### config.mk
export PLATFORM = sky130hd
export DESIGN_NAME = add_pipe_nb
export DESIGN_NICKNAME = d
export VERILOG_FILES = /design/src/rtl/add_pipe_pkg.sv /design/src/rtl/add_slice.sv /design/src/rtl/add_pipe_nb.sv
export SDC_FILE = /design/constraint.sdc
export NUM_CORES = 1
export LEC_CHECK = 0
export BUFFER_PORTS_ARGS = -buffer_cell sky130_fd_sc_hd__buf_2
export CAP_MARGIN = 20
export CORE_MARGIN = 2
export CORE_UTILIZATION = 40
export CTS_BUF_LIST = sky130_fd_sc_hd__clkbuf_4 sky130_fd_sc_hd__clkbuf_8 sky130_fd_sc_hd__clkbuf_16
export DETAILED_ROUTE_END_ITERATION = 10
export PLACE_DENSITY_LB_ADDON = 0.3
export SLEW_MARGIN = 40
export SYNTH_ARGS = -nofsm -noshare
export SYNTH_HDL_FRONTEND = slang
export SYNTH_HIERARCHICAL = 1
export SYNTH_SLANG_ARGS = --single-unit
### constraint.sdc
create_clock -name clk -period 6.5 [get_ports clk]
set_clock_uncertainty 0.1 [all_clocks]
set_input_delay 1.95 -clock clk [delete_from_list [all_inputs] [get_ports clk]]
set_output_delay 1.95 -clock clk [all_outputs]
set_load 0.01 [all_outputs]
### src/rtl/add_pipe_pkg.sv
// Shared constants and per-stage payload record for the pipelined adder.
// Latency: n/a (package only).
// Backpressure: n/a (package only).
//
// The stage record is sized for the widest supported adder (PIPE_MAX_W);
// instances use the low WIDTH bits and the remaining bits stay zero.
package add_pipe_pkg;

    localparam int DEF_WIDTH  = 8;
    localparam int DEF_STAGES = 2;
    localparam int PIPE_MAX_W = 64;

    // One pipeline entry: valid flag, partially built sum/cout, the carry
    // handed to the next slice, and the operands (upper slices still pending).
    typedef struct packed {
        logic                  vld;
        logic [PIPE_MAX_W-1:0] a;
        logic [PIPE_MAX_W-1:0] b;
        logic [PIPE_MAX_W-1:0] sum;
        logic [PIPE_MAX_W-1:0] cout;
        logic                  carry;
    } stage_t;

endpackage

### src/rtl/add_slice.sv
// W-bit combinational ripple-carry slice with per-bit carry outputs.
// Latency: 0 cycles (pure combinational).
// Backpressure: none; the enclosing pipeline decides when results are kept.
//
// Ports: a, b   - W-bit operand slices
//        cin    - carry into bit 0 of the slice
//        sum    - W-bit slice sum
//        cout   - per-bit carry vector, cout[W-1] feeds the next slice
module add_slice #(
    parameter int W = 4
) (
    input  logic [W-1:0] a,
    input  logic [W-1:0] b,
    input  logic         cin,
    output logic [W-1:0] sum,
    output logic [W-1:0] cout
);

    always_comb begin
        logic c;
        c    = cin;
        sum  = '0;
        cout = '0;
        for (int i = 0; i < W; i++) begin
            sum[i]  = a[i] ^ b[i] ^ c;
            c       = (a[i] & b[i]) | ((a[i] ^ b[i]) & c);
            cout[i] = c;
        end
    end

endmodule

### src/rtl/add_pipe_nb.sv
// Pipelined WIDTH-bit adder: STAGES slices of WIDTH/STAGES bits, carry registered between slices.
// Latency: STAGES cycles from accept to out_valid; one result per cycle when out_ready stays high.
// Backpressure: whole pipe advances only when !out_valid || out_ready; in_ready mirrors that (combinational).
//
// Ports: clk, rst_n (async active-low)
//        in_valid/in_ready + a, b, cin   - operand handshake
//        out_valid/out_ready + sum, cout, ovf - result handshake
// Optional feature: define ADD_PIPE_OVF_EN to produce the signed overflow
// flag; otherwise ovf is tied to 0. WIDTH must not exceed PIPE_MAX_W.
module add_pipe_nb
    import add_pipe_pkg::*;
#(
    parameter int WIDTH  = DEF_WIDTH,
    parameter int STAGES = DEF_STAGES
) (
    input  logic             clk,
    input  logic             rst_n,
    input  logic             in_valid,
    output logic             in_ready,
    input  logic [WIDTH-1:0] a,
    input  logic [WIDTH-1:0] b,
    input  logic             cin,
    output logic             out_valid,
    input  logic             out_ready,
    output logic [WIDTH-1:0] sum,
    output logic [WIDTH-1:0] cout,
    output logic             ovf
);

    localparam int W = WIDTH / STAGES;

    logic   adv;
    stage_t head;

    // A single advance enable keeps every stage in lock-step, so stalls can
    // neither drop nor duplicate an entry.
    assign adv      = !out_valid || out_ready;
    assign in_ready = adv;

    // Entry presented to stage 0; bubbles enter with vld = 0.
    always_comb begin
        head              = '0;
        head.vld          = in_valid;
        head.a[WIDTH-1:0] = a;
        head.b[WIDTH-1:0] = b;
        head.carry        = cin;
    end

    genvar k;
    generate
        for (k = 0; k < STAGES; k++) begin : g_stg
            stage_t       src;
            stage_t       nxt;
            stage_t       q;
            logic [W-1:0] s_sum;
            logic [W-1:0] s_cout;

            if (k == 0) begin : g_first
                assign src = head;
            end else begin : g_next
                assign src = g_stg[k-1].q;
            end

            add_slice #(.W(W)) u_slice (
                .a    (src.a[k*W +: W]),
                .b    (src.b[k*W +: W]),
                .cin  (src.carry),
                .sum  (s_sum),
                .cout (s_cout)
            );

            // Lower slices and unused upper operands ride along unchanged;
            // only this stage's slice of sum/cout is filled in.
            always_comb begin
                nxt                 = src;
                nxt.sum[k*W +: W]   = s_sum;
                nxt.cout[k*W +: W]  = s_cout;
                nxt.carry           = s_cout[W-1];
            end

            always_ff @(posedge clk or negedge rst_n) begin
                if (!rst_n) begin
                    q <= '0;
                end else if (adv) begin
                    q <= nxt;
                end
            end
        end
    endgenerate

    assign out_valid = g_stg[STAGES-1].q.vld;
    assign sum       = g_stg[STAGES-1].q.sum[WIDTH-1:0];
    assign cout      = g_stg[STAGES-1].q.cout[WIDTH-1:0];

    // Operand copies and padding bits above WIDTH end here.
    logic unused_tail;
    assign unused_tail = ^g_stg[STAGES-1].q;

`ifdef ADD_PIPE_OVF_EN
    // Signed overflow: carry into the MSB differs from carry out of it.
    // Registered from the last stage's next-state so it lines up with sum.
    logic ovf_q;
    always_ff @(posedge clk or negedge rst_n) begin
        if (!rst_n) begin
            ovf_q <= 1'b0;
        end else if (adv) begin
            ovf_q <= g_stg[STAGES-1].nxt.cout[WIDTH-1] ^ g_stg[STAGES-1].nxt.cout[WIDTH-2];
        end
    end
    assign ovf = ovf_q;
`else
    assign ovf = 1'b0;
`endif

endmodule

==> results.rst <==
.. list-table::
   :header-rows: 1

   * - Metric
     - Value
   * - Ys Warns
     - 6
   * - Smallest setup slack after layout
     - 1.66 ns
   * - Status
     - finished, final reports clean
   * - Initial detailed-routing violation count
     - 16
   * - CTS hold repair buffers
     - 0
   * - Width of the die
     - 67.1 um
   * - DIE AREA
     - ~4500 sq um
   * - Final critical-path share of the clock period
     - roughly three quarters
   * - Path type of the worst min-delay path
     - flop to flop
   * - Cell types with the largest area share after synthesis
     - sky130_fd_sc_hd__dfrtp_1 (54%), sky130_fd_sc_hd__mux2_4 (26%), sky130_fd_sc_hd__fa_1 (10%)
   * - Final non-filler cell total
     - between 150 and 200
   * - Layout Utilization
     - 49.7%
   * - Post-CTS Repair Setup Buffers
     - 0
   * - Synth-to-layout area growth
     - 16.9%
   * - Top-area cell type share of the netlist area
     - 53.5%
   * - Source-to-sink clock delay at the later pin of the worst-skew pair
     - roughly 0.28 ns
   * - Power density of the placed cells
     - 337 nW/um^2
   * - Startpoint of the worst register-to-register path
     - g_stg[0].q[197]$_DFFE_PN0P_
   * - Unique masters post-synth
     - 10
   * - Measured slew at the worst slew-check pin
     - approximately 0.61 ns
   * - Critical Path Most Common Cell
     - sky130_fd_sc_hd__buf_2
   * - Post-Syn Area per Cell
     - around 19 sq um
   * - Wirelength per Cell
     - about 13 um
   * - Post-detailed-route via-to-cell ratio
     - roughly 4.4
   * - Sinks on Clock Net
     - 34
   * - Synthesized Nets
     - approximately 110
   * - DRC violations left
     - 0
   * - Count of flip-flops with a built-in enable after synthesis
     - 0
   * - Pre-CTS setup slack
     - roughly 1.7 ns
   * - CP Max Fanout
     - 35
   * - Relative slew margins
     - between 50 and 60%
   * - Total inserted antenna cells
     - 0
   * - Clock tree from TritonCTS
     - done
   * - Clock transition at the register clock pins on the worst setup and hold paths after CTS
     - 0.06 ns
   * - Number of hold-slack violations in the final timing report
     - 0
   * - Number of antenna violations at the first check in global routing
     - 0
   * - Global-route wire length before repair
     - about 3800 um
   * - IR drop worst, VDD
     - ~0.00016 V
   * - Post-cts sizing count
     - 0
   * - Unrepaired setup endpoints after global routing
     - no
   * - Arrival time reported for the critical path endpoint
     - between 2 and 3 ns
   * - Worst hold stages
     - 1
   * - Total core area
     - around 3700 sq um
   * - Placer congestion estimate
     - around 0.65
   * - Startpoint kind of the worst setup timing path
     - primary input
   * - Cell accounting for the most synthesized area
     - sky130_fd_sc_hd__dfrtp_1
   * - Shortest clock period the worst path allows after layout
     - between 4 and 5 ns
   * - Setup TNS
     - 0 ns
   * - Total detailed-routing wirelength
     - 2270 um
   * - Start point of the critical path
     - out_ready
   * - Worst hold start
     - g_stg[0].q[257]$_DFFE_PN0P_
   * - Worst EP required
     - between 4 and 5 ns
   * - ANT nets after route
     - 0
   * - Final Setup Violations
     - 0
   * - Slowest-stage cell, CP
     - sky130_fd_sc_hd__nand2b_4
   * - Share of async-settable or async-resettable flops after synthesis
     - 100%
   * - Critical Path, Cell by Cell
     - buf_2 > nand2b_4 > buf_2
   * - Pins Over Slew Limit
     - 0
   * - Peak per-stage delay on the critical path
     - 0.50 ns
   * - # IOs
     - 40
   * - Remaining global-route overflow
     - 0
   * - Nets
     - 152
   * - Tot GR Track Use
     - around 12%
   * - Number of buffers added by the clock tree synthesis step
     - 5
   * - Vertical extent of the die
     - 67.1 um
   * - Largest net degree at the start of global routing
     - 36
   * - Number of H-tree branching levels
     - 2
   * - Iteration count of the initial detailed-routing pass
     - 4
   * - Share of synthesized area occupied by flip-flops and latches
     - a little over half
   * - Type of the worst setup path
     - primary input to output pin
   * - Share of cells above drive strength 1
     - between 60 and 70%
   * - Leakage power figure
     - 0.933 nW
   * - Cell count after placement
     - between 150 and 200
   * - Via count of the first global-routing pass
     - between 800 and 900
   * - Most common cell in the synthesized netlist
     - sky130_fd_sc_hd__dfrtp_1
   * - Top cells by count, synth
     - sky130_fd_sc_hd__dfrtp_1 (34), sky130_fd_sc_hd__mux2_4 (28), sky130_fd_sc_hd__fa_1 (8)
   * - Maximum clock insertion buffer count
     - 2
   * - Max-cap violations
     - 0
   * - Via Count
     - between 700 and 800
   * - Endpoint class of the critical path
     - output pin
   * - Clk Tree Root Cell
     - sky130_fd_sc_hd__clkbuf_8
   * - Most used DFF post-synth
     - sky130_fd_sc_hd__dfrtp_1
   * - Count of input and output buffers
     - 38
   * - DP HPWL
     - ~1700 um
   * - Combined area of all synthesized cells
     - between 1500 and 2000 sq um
   * - Cell Rows
     - 22
   * - Initial core utilization
     - 42.5%
   * - Number of synthesized register bits
     - 34
   * - Cell count after synthesis
     - 83
   * - Highest attainable clock frequency
     - around 0.21 GHz
   * - Number of cells on the worst reg-to-reg path
     - 5
-- metrics by stage --
step | instance area, sq um | power, mW | hold WS (ns)
final | 1860 | 0.627 | 0.374
after global routing | 1860 | 0.672 | 0.394
after CTS | 1860 | 0.639 | 0.378
after detailed placement | 1760 | 0.478 | 0.360
after global placement | 1760 | 0.473 | 0.352
after floorplan | 1590 | 0.421 | 0.335
-- sequential cells by signal (all words and copies together) (netlist names) --
| signal | cells |
|---|---|
| cout | 8 |
| g_stg.q | 17 |
| out_valid | 1 |
| sum | 8 |
-- area by class of cell --
class	count	area (sq um)
multi-input cells	44	661
fillers	358	1880
well taps	48	60.1
clock inverters	1	5.00
repair buffers	38	193
flip-flops and latches	34	851
clock buffers	7	90.1
-- critical path, delay by kind of cell --
family	cells	cell delay (ns)
and+or+nand+nor	1	0.50
buffers and inverters	2	0.31
-- cell families (layout without fill, tap and decap cells) --
kind of cell,Yosys count,after routing,share of synthesized area (%)
flip-flops,34,34,53.5
adder cells (fa/ha/maj),8,8,10.1
AND/OR/NAND/NOR,2,2,1.26
buffers and inverters,5,46,4.96
other,1,1,0.236
multiplexers,33,33,30.0
-- layout by cell type (no fill, tap or decap), drive strengths merged --
master,Yosys,final
conb,1,1
clkinv,0,1
dfrtp,34,34
mux2,33,33
buf,5,38
nand2b,2,2
clkbuf,0,7
fa,8,8
-- power breakdown --
| part | internal (mW) | switching (mW) |
|---|---|---|
| clock network | 0.0894 | 0.0674 |
| logic | 0.107 | 0.0689 |
| registers | 0.264 | 0.0304 |
| total | 0.461 | 0.167 |
-- per-layer routing --
metal,up-vias,GRT usage [%],share of wire (%)
met1,376,15.1,42
met4,0,4.59,0.88
li1,359,-,-
met2,24,18.2,49
met5,-,0,0
met3,2,5.24,7.2
-- final timing paths --
check                                             end  slack (ns)
setup / recovery                             in_ready        1.66
hold / removal                  out_valid$_DFFE_PN0P_        0.37
setup reg to reg                   sum[7]$_DFFE_PN0P_        3.85
hold reg to reg                 out_valid$_DFFE_PN0P_        0.37
max in group asynchronous  g_stg[0].q[65]$_DFFE_PN0P_        4.48
min in group asynchronous         cout[6]$_DFFE_PN0P_        1.50
Power figures use the tool's default switching activity.
